`config.mk`:
```
export PLATFORM = sky130hd
export DESIGN_NAME = mmc_cmd_init_sequencer
export DESIGN_NICKNAME = d
export VERILOG_FILES = /design/src/rtl/mmc_cmd_init_sequencer.sv
export SDC_FILE = /design/constraint.sdc
export NUM_CORES = 1
export LEC_CHECK = 0
export CORE_MARGIN = 5
export CORE_UTILIZATION = 42
export CTS_BUF_LIST = sky130_fd_sc_hd__clkbuf_8
export CTS_CLUSTER_SIZE = 16
export DETAILED_ROUTE_END_ITERATION = 8
export HOLD_SLACK_MARGIN = 0.05
export PLACE_DENSITY = 0.73
export SLEW_MARGIN = 10
export SYNTH_ARGS = -nofsm -noshare
export SYNTH_HDL_FRONTEND = slang
export SYNTH_SLANG_ARGS = --single-unit
```
`constraint.sdc`:
```
create_clock -name iCLOCK -period 2.05 [get_ports iCLOCK]
set_clock_uncertainty 0.05 [all_clocks]
set_input_delay 0.41 -clock iCLOCK [delete_from_list [all_inputs] [get_ports iCLOCK]]
set_output_delay 0.41 -clock iCLOCK [all_outputs]
set_load 0.005 [all_outputs]
```
`src/rtl/mmc_cmd_init_sequencer.sv`:
```
// mmc_cmd_init_sequencer: runs the SPI card-init command layers in order over one shared byte interface
//   iCLOCK, iRESET_SYNC      : clock, synchronous active-high reset
//   iINIT_START              : kicks off the sequence from IDLE
//   oINIT_BUSY/END/ERROR     : sequencer busy, completion pulse, retry-exhausted pulse
//   oSUB_START, iSUB_END     : one-hot start pulse / end pulse per command layer
//   oSUB_ABORT               : reset to the command layers (external reset or timeout abort)
//   iSUB_REQ/CS/DATA         : per-layer byte interface, muxed by the current slot
//   oMMC_REQ/CS/DATA, iMMC_BUSY : shared byte engine interface
module mmc_cmd_init_sequencer #(
    parameter int DUMMY_BYTES = 10,
    parameter int TIMEOUT     = 50000,
    parameter int MAX_RETRY   = 3
) (
    input  logic        iCLOCK,
    input  logic        iRESET_SYNC,
    input  logic        iINIT_START,
    output logic        oINIT_BUSY,
    output logic        oINIT_END,
    output logic        oINIT_ERROR,
    output logic [3:0]  oSUB_START,
    input  logic [3:0]  iSUB_END,
    output logic        oSUB_ABORT,
    input  logic [3:0]  iSUB_REQ,
    input  logic [3:0]  iSUB_CS,
    input  logic [31:0] iSUB_DATA,
    output logic        oMMC_REQ,
    input  logic        iMMC_BUSY,
    output logic        oMMC_CS,
    output logic [7:0]  oMMC_DATA
);
    typedef enum logic [2:0] {S_IDLE, S_DUMMY, S_START, S_WAIT, S_GAP, S_DONE, S_ERROR} state_t;
    localparam int CW = $clog2(DUMMY_BYTES + 1);
    localparam int RW = $clog2(MAX_RETRY + 2);
    state_t        r_state;
    logic [1:0]    r_slot;
    logic [CW-1:0] r_count;
    logic [15:0]   r_timer;
    logic [RW-1:0] r_retry;
    logic [3:0]    r_sub_start;
    logic          r_init_end;
    logic          r_init_error;
    logic          w_wait;
    logic          w_fill;
    logic          w_end;
    logic          w_timeout;
    // DUMMY and GAP push 0xFF filler bytes whenever the engine is free
    assign w_wait     = r_state == S_WAIT;
    assign w_fill     = (r_state == S_DUMMY || r_state == S_GAP) && !iMMC_BUSY;
    assign w_end      = w_wait && iSUB_END[r_slot];
    // an END arriving in the timeout cycle takes priority over the abort
    assign w_timeout  = w_wait && !iSUB_END[r_slot] && r_timer == 16'(TIMEOUT - 1);
    assign oSUB_ABORT = iRESET_SYNC || w_timeout;
    assign oMMC_REQ   = w_wait ? iSUB_REQ[r_slot] : w_fill;
    assign oMMC_CS    = w_wait ? iSUB_CS[r_slot] : 1'b1;
    assign oMMC_DATA  = w_wait ? iSUB_DATA[{r_slot, 3'b000} +: 8] : 8'hFF;
    assign oINIT_BUSY = r_state != S_IDLE;
    assign oSUB_START  = r_sub_start;
    assign oINIT_END   = r_init_end;
    assign oINIT_ERROR = r_init_error;
    always_ff @(posedge iCLOCK) begin
        r_sub_start  <= 4'b0;
        r_init_end   <= 1'b0;
        r_init_error <= 1'b0;
        if (iRESET_SYNC) begin
            r_state <= S_IDLE;
            r_slot  <= 2'd0;
            r_count <= '0;
            r_timer <= 16'd0;
            r_retry <= '0;
        end else begin
            case (r_state)
                S_IDLE: if (iINIT_START) begin
                    r_state <= S_DUMMY;
                    r_count <= '0;
                    r_slot  <= 2'd0;
                    r_retry <= '0;
                end
                S_DUMMY: if (w_fill) begin
                    r_count <= r_count + 1'b1;
                    if (r_count == CW'(DUMMY_BYTES - 1)) begin
                        r_state     <= S_START;
                        r_sub_start <= 4'b1 << r_slot;
                    end
                end
                S_START: begin
                    r_timer <= 16'd0;
                    r_state <= S_WAIT;
                end
                S_WAIT: begin
                    r_timer <= r_timer + 16'd1;
                    if (w_end) begin
                        if (r_slot == 2'd3) begin
                            r_state    <= S_DONE;
                            r_init_end <= 1'b1;
                        end else begin
                            r_slot  <= r_slot + 2'd1;
                            r_retry <= '0;
                            r_state <= S_GAP;
                        end
                    end else if (w_timeout) begin
                        if (r_retry == RW'(MAX_RETRY)) begin
                            r_state      <= S_ERROR;
                            r_init_error <= 1'b1;
                        end else begin
                            r_retry <= r_retry + 1'b1;
                            r_state <= S_GAP;
                        end
                    end
                end
                S_GAP: if (w_fill) begin
                    r_state     <= S_START;
                    r_sub_start <= 4'b1 << r_slot;
                end
                S_DONE:  r_state <= S_IDLE;
                S_ERROR: r_state <= S_IDLE;
                default: r_state <= S_IDLE;
            endcase
        end
    end
endmodule

```
Word level (Yosys, flattened, before mapping)

Index checks and enable logic that the tools add are counted.

Bits in latches: 0
Bits in read-only memories: 0
Memories kept: 0
RAM bits: 0
Bits in registers: 34

Shift operators: 2
Muxes and demuxes: 38
Equality and inequality tests: 17
$mul: 0
$add $sub $neg: 4
$lt $le $gt $ge: 1
Reduce and logical (&&, ||, !) cells: 19
Divide/modulo/power cells: 0
Bitwise operators: 3

Operators by type and width:

| operator                | number |
|---|---|
| $mux W3                 | 11 |
| $pmux W16 S2            | 1 |
| $shiftx A32 B6 Y8       | 1 |
| $mux W4                 | 5 |
| $add A16 B1 Y16 const B | 1 |
| $eq A16 B16 Y1 const B  | 1 |
| $pmux W4 S2             | 2 |
| $pmux W3 S5             | 1 |
| $reduce_and A5 Y1       | 2 |
| $eq A3 B2 Y1 const B    | 3 |
| $mux W1                 | 8 |
| $mux W2                 | 4 |
| $mux W8                 | 1 |
| $ne A2 B2 Y1 const B    | 4 |
| $bmux W1 S2             | 3 |
| $ne A3 B3 Y1 const B    | 2 |
| $pmux W3 S2             | 1 |
| $reduce_bool A2 Y1      | 3 |
| $add A4 B1 Y4 const B   | 1 |
| $eq A4 B4 Y1 const B    | 1 |
| $logic_and A1 B1 Y1     | 4 |
| $ne A2 B1 Y1 const B    | 2 |
| $pmux W2 S2             | 1 |
| $reduce_and A4 Y1       | 1 |
| 16 further kinds        | 20 |

Logic depth before layout (Yosys ltp)

Gate-level depths: netlist of the first run.

Word-level depth: 8
Depth in mapped cells: 6
Depth with buffers taken out: 6

Least setup slack after synthesis of the first run

OpenSTA, ideal clock, no wires.

Path type: register to output
From: register r_slot[0]
To: output port oSUB_ABORT
Slack: 124 ps
Stages on the path, launching flop included: 4
Path buffers: 0
Data arrival time: 1466 ps
Cells stage by stage: dfxtp_1 > mux4_2 > or2_1 > o21ai_0

Word-level cells in the longest chain between the ends: 6

RTL lines:

| element                           | RTL line | RTL |
|---|---|---|
| start, declared                   | 35       | `logic [1:0] r_slot;` |
| start signal, assigned            | 96       | `r_slot <= r_slot + 2'd1;` |
| $bmux W1 S2                       | 51       | `assign w_timeout = w_wait && !iSUB_END[r_slot] && r_timer == 16'(TIMEOUT - 1);` |
| $mux W1 (not written as such)     | 51       |  |
| $logic_not A1 Y1                  | 51       |  |
| $logic_and A1 B1 Y1 (2 in series) | 51       |  |
| $logic_or A1 B1 Y1                | 52       | `assign oSUB_ABORT = iRESET_SYNC \|\| w_timeout;` |
| end, declared                     | 22       | `output logic oSUB_ABORT,` |

Every way passes these cells. The select of a mux whose other input is x is not followed.

Worst setup path after layout of the first run

Ends and elaborated chain as after synthesis.

==> flow_summary.ini, run 1 <==
[status]
outcome = finished with violations
failed_checks = negative setup slack

[detailed_routing]
drc_errors = 0
vias = 2324
drtPass1Iterations = 4
drt_first_iter_violations = 194
wl_um = 6710
drtAntennaViolNets = 0
drt-vias-per-instance = 5.55
routedWlPerCell_um = 16.0

[layout]
n_antenna_cell = 0
area_growth_pct = 58.7
layout-drive-gt1-share_pct = 26.1
fin_util_pct = 68.0
nNetsFinal = 405

[floorplanning]
row_count = 26
dieArea_sq_um = 6720
ios = 66
core_area_sq_um = 5070
start_util_pct = 42.9
die_w_um = 82.0
die_h_um = 82.0

[synth]
synth_most_common_cell = dfxtp_1
async_reset_ff_share_pct = 0
syn_nets = 300
synth_cell_types = 53
synth_seq_cells = 34
synthFlopType = dfxtp_1
synth_area_sq_um = 2170
ys_warn_count = 0
ys_top_cells_by_count = dfxtp_1, nor2_1, nand2_1
seq_area_frac_synth_pct = 31.3
syn_inst = 243
syn_area_per_cell_sq_um = 8.95
synth_top_area_share_pct = 31.3
synth.area.top_cells = dfxtp_1, mux4_2, ha_1
synth-edff-count = 0
yosysTopAreaCell = dfxtp_1

[setup_path]
cp-start-kind = flop
r2r_slack_ps = 80
required_ps = 1590
crit_type = reg -> out
cp-end-kind = output port
cp_max_fo = 3
cp.arrival_ps = 1740

[global_routing]
first_global_vias = 2347
grt-ovfl-total = 0
grt_max_degree = 27
grt_pass1_wl_um = 11200
track_usage_pct = 21.5
grt_antenna_before_repair = 0

[cts]
cts_hold_repair.buffers = 0
cts_buffers = 5
insertion_delay_ps = 290
cts_tree = yes
root_buffer = clkbuf_8
cts.sinks = 34
path_clk_slew_ps = 70
clockBufferDepth = 2
htreeDepth = 2

[power_and_ir_drop]
vdd_drop_max_mv = 0.423
p_leak_uw = 0.00137
power_density_nw_per_um2 = 649

[timing]
max_freq_mhz = 454
tns_ps = -501
period_needed_ps = 2200
setup_slack_ps = -150
setup_viol_count_final = 9
finalHoldViolations = 0
maxSlewViolCount = 0
rsz0062_at_grt = yes
post-route-period-util_pct = 107
tightest_slew_ps = 476
relSlewSlack_pct = 68.3

[placed_design]
io_buffers = 65
gp_congestion = 0.899
hpwlAfterDp_um = 4910

[flow_run]
max-cap-violations = 0

[min_path]
holdCritPathClass = reg -> reg
[critical path, stage by stage (launching register included)]
cell and delay, ps:
dfxtp_4 400, mux4_2 530, or2_1 250, o21ai_1 130, buf_2 130
[area by class of cell]
class	instances	area (sq um)
clock buffers	5	68.8
clock inverters	3	37.5
inverters	11	41.3
fillers	429	1620
multi-input cells	184	1480
flip-flops and latches	34	686
well taps	70	87.6
repair buffers	112	1050
[cells in the final DEF, fill, tap and decap left out, drive strengths merged, types with 2 or more instances in the layout]
cell type      Yosys  routed
a41oi              2       2
ha                 9       9
xor2               6       6
clkbuf            11       5
o21ai             13      13
and2               4       4
nor3               7       7
mux4              11      11
nand2             14      14
nor3b              2       2
inv               10      12
nand3b             2       2
a31oi              5       5
clkdlybuf4s50      0      50
a311oi             2       2
dlygate4sd2        0       4
o31ai              2       2
a221oi             2       2
nor4               2       2
o211ai             3       3
nand2b            11      11
and3              11      11
or4                3       3
dfxtp             34      34
nand4              8       8
nand3              3       3
nor2b              6       6
and4               2       2
nor4bb             3       3
nor2              16      16
a21oi             13      13
nor4b              3       3
o32ai              2       2
buf                3      58
mux2i              2       2
[per-stage QoR]
stage	hold WS (ps)	power (uW)	worst slack, ps	cell area (sq um)	std cells
final	436	2240	-150	3450	419
after global routing	454	2370	-238	3450	419
after CTS	439	2220	-161	3410	419
after detailed placement	426	1570	-663	3170	405
after global placement	419	1560	-620	3170	405
after floorplan	397	1200	124	2170	243
[per-layer routing]
metal  global-route usage, %  wire (um)
met5                       0          0
met4                    6.81        118
met3                    3.18        227
met2                    38.9       3580
met1                    25.9       2780
[registers in the layout (all words and copies together) (netlist names)]
name	count
r_count	4
oSUB_START	4
r_state	3
r_retry	3
oINIT_END	1
r_slot	2
r_timer	16
oINIT_ERROR	1
[final timing paths]
kind                                    to  cells after the start       start
worst max-delay path            oSUB_ABORT                      4   r_slot[0]
worst max register to register  r_state[0]                      5   r_slot[0]
worst min-delay path            r_retry[1]                      2  r_retry[1]
worst min register to register  r_retry[1]                      2  r_retry[1]
[cells by family after synthesis]
family	synth area share [%]
DFF	31.3
AOI/OAI and AO/OA	16.2
and+or+nand+nor	27.7
muxes	12.5
xor gates and xnor gates	2.82
buffers and inverters	4.37
adders and majority gates	5.18
[what timing repair did]
item | 4_1_cts | 5_1_grt
gates cloned | 1 | 0
pin swaps | 3 | 2
setup endpoints to repair | 12 | 14
resized for setup | 76 | 7
buffers inserted | 5 | 0
[report_power, final]
| group | switching (uW) | total (uW) | internal (uW) | leakage (uW) |
|---|---|---|---|---|
| Clock | 257 | 611 | 354 | 0.0000607 |
| Combinational | 419 | 871 | 452 | 0.00104 |
| Sequential | 52.8 | 757 | 704 | 0.000276 |
Note: power is estimated with default switching activity, not from simulation.
==> run 2: changes to the inputs <==
==> constraint.sdc (replaced) <==
create_clock -name iCLOCK -period 2.8 [get_ports iCLOCK]
set_clock_uncertainty 0.05 [all_clocks]
set_input_delay 0.56 -clock iCLOCK [delete_from_list [all_inputs] [get_ports iCLOCK]]
set_output_delay 0.56 -clock iCLOCK [all_outputs]
set_load 0.005 [all_outputs]
==> run 2 against run 1 <==
The run now ends clean; register-to-register slack improved by 780 ps; combinational power fell by 36%; sequential power decreased by 27%; global-route usage is 3.0 points lower; setup slack better by 260 ps; core utilization fell by 6.8 points; final cell count decreased by 7.9%; power is 25% lower; flip-flop and latch count is the same; critical path depth grew 1; via count decreased by 8.9%; die area unchanged; highest routed layer unchanged.
==> flow_summary.ini, run 2 (same netlist as run 1, synthesis figures left out) <==
[status]
outcome = completed

[layout]
seqCellArea_sq_um = 681
multi_input_comb_area_sq_um = 1400
nNetsFinal = 372
design_area_sq_um = 3100
largest_register_ffs = 16
regMostFlops = r_timer
layout-drive-gt1-share_pct = 11.1
area_growth_pct = 42.8
n_antenna_cell = 0
num-fill-cells = 454
layout_common_cells = clkdlybuf4s50_1, dfxtp_1, nor2_1, nand2_1
final_common_cell = clkdlybuf4s50_1

[detailed_routing]
drtPass1Iterations = 5
drtAntennaViolNets = 0
wl_met3_um = 268
drt-vias-per-instance = 5.49
dr.max_layer_used = met4
wl_met2_um = 2960
m1WireLength_um = 2570
routedWlPerCell_um = 15.3
drt_first_iter_violations = 219
vias = 2118
wl_um = 5890
drc_errors = 0

[timing]
setup_viol_count_final = 0
rsz0062_at_grt = no
max_freq_mhz = 372
tightest_slew_ps = 581
relSlewSlack_pct = 60.9
period_needed_ps = 2690
post-route-period-util_pct = 96.0
tns_ps = 0
holdWs_ps = 435
finalHoldViolations = 0
maxSlewViolCount = 0

[power_and_ir_drop]
vdd_drop_max_mv = 0.317
p_leak_uw = 0.00112
power_density_nw_per_um2 = 538

[floorplanning]
die_w_um = 82.0
row_count = 26
ios = 66
start_util_pct = 42.9
die_h_um = 82.0
dieArea_sq_um = 6720
core_area_sq_um = 5070

[placed_design]
io_buffers = 65
gp_congestion = 0.833
place_area_sq_um = 2960
hpwlAfterDp_um = 4550

[setup_path]
crit_slowest_cell = mux4_2
r2r_slack_ps = 860
critPathCapture = oSUB_ABORT
slowest_delay_ps = 490
crit_type = in -> out
path_depth = 5
crit_chain = clkdlybuf4s50_1 > mux4_2 > or2_1 > o21ai_0 > dlygate4sd2_1
r2r_end = r_retry[2]
cpLargestDelayFamily = buffers and inverters
cp-start-kind = input port
required_ps = 2190
cp_max_fo = 2
cp-end-kind = output port
critPathLaunch = iSUB_END[3]
r2r-start = r_state[1]
reg2reg_depth = 5
cp.arrival_ps = 2080
cp_num_buf_inv = 2

[cts]
clockBufferDepth = 2
root_buffer = clkbuf_8
cts.sinks = 34
cts_buffers = 5
path_clk_slew_ps = 80
cts_tree = yes
insertion_delay_ps = 290
postCtsSetupRepairBufs = 0
htreeDepth = 2

[global_routing]
track_usage_pct = 18.5
first_global_vias = 2027
grt_antenna_before_repair = 0
grt_max_degree = 27
grt-ovfl-total = 0
grt_pass1_wl_um = 9640

[flow_run]
max-cap-violations = 0

[min_path]
holdCritPathClass = reg -> reg
[run 2: cell count changes in the layout (fill, tap and decap cells not counted), moves of 3 or more]
| cell | previous run | this run |
|---|---|---|
| buf_4 | 40 | 13 |
| nand2b_1 | 2 | 11 |
| dlygate4sd2_1 | 4 | 1 |
| clkdlybuf4s50_1 | 50 | 64 |
| nand2b_4 | 9 | 0 |
| buf_6 | 14 | 1 |
[run 2: worst min-delay path by stage]
| stage | slack [ps] | startpoint | cells after the start | to |
|---|---|---|---|---|
| 6_report | 440 | r_retry[1] | 2 | r_retry[1] |
| 5_1_grt | 470 | r_retry[2] | 2 | r_retry[2] |
| 4_1_cts | 440 | r_timer[15] | 2 | r_timer[15] |
| 3_5_place_dp | 420 | r_timer[15] | 2 | r_timer[15] |
| 3_3_place_gp | 420 | r_timer[15] | 2 | r_timer[15] |
| 2_1_floorplan | 400 | r_timer[15] | 2 | r_timer[15] |
[run 2: metrics by stage]
stage	power, uW	cells	util [%]	worst slack (ps)
6_report	1670	386	61.2	112
3_5_place_dp	1120	378	58.4	-185
5_1_grt	1770	386	61.2	22.4
3_3_place_gp	1110	378	58.4	-171
2_1_floorplan	881	243	-	667
4_1_cts	1680	386	61.1	51.1
[run 2: what timing repair did]
action | CTS | global route
hold buffers | 0 | 0
resized for setup | 1 | 1
setup endpoints to repair | 1 | 1
[run 2: metal layers]
layer	up-vias	track usage, %
met5	-	0
met4	0	6.48
met3	7	2.19
met2	56	32.6
met1	998	23.3
li1	1057	-
[run 2: final cells by class]
class | count | share of cell area, %
Multi-Input combinational cell | 184 | 45.1
Inverter | 11 | 1.33
Sequential cell | 34 | 21.9
Clock buffer | 5 | 2.22
Timing Repair Buffer | 79 | 24.4
Clock inverter | 3 | 2.22
Tap cell | 70 | 2.82
[run 2: worst min-delay path, delay by kind of cell (launching register included)]
kind / cells / cell delay (ps)
buffers and inverters: 1 / 50
DFF: 1 / 320
AOI/OAI and AO/OA: 1 / 70
[run 2: where the power goes]
| group | switching (uW) | internal [uW] |
|---|---|---|
| clock network | 198 | 357 |
| registers | 42.1 | 514 |
| logic | 274 | 285 |
| total | 515 | 1160 |
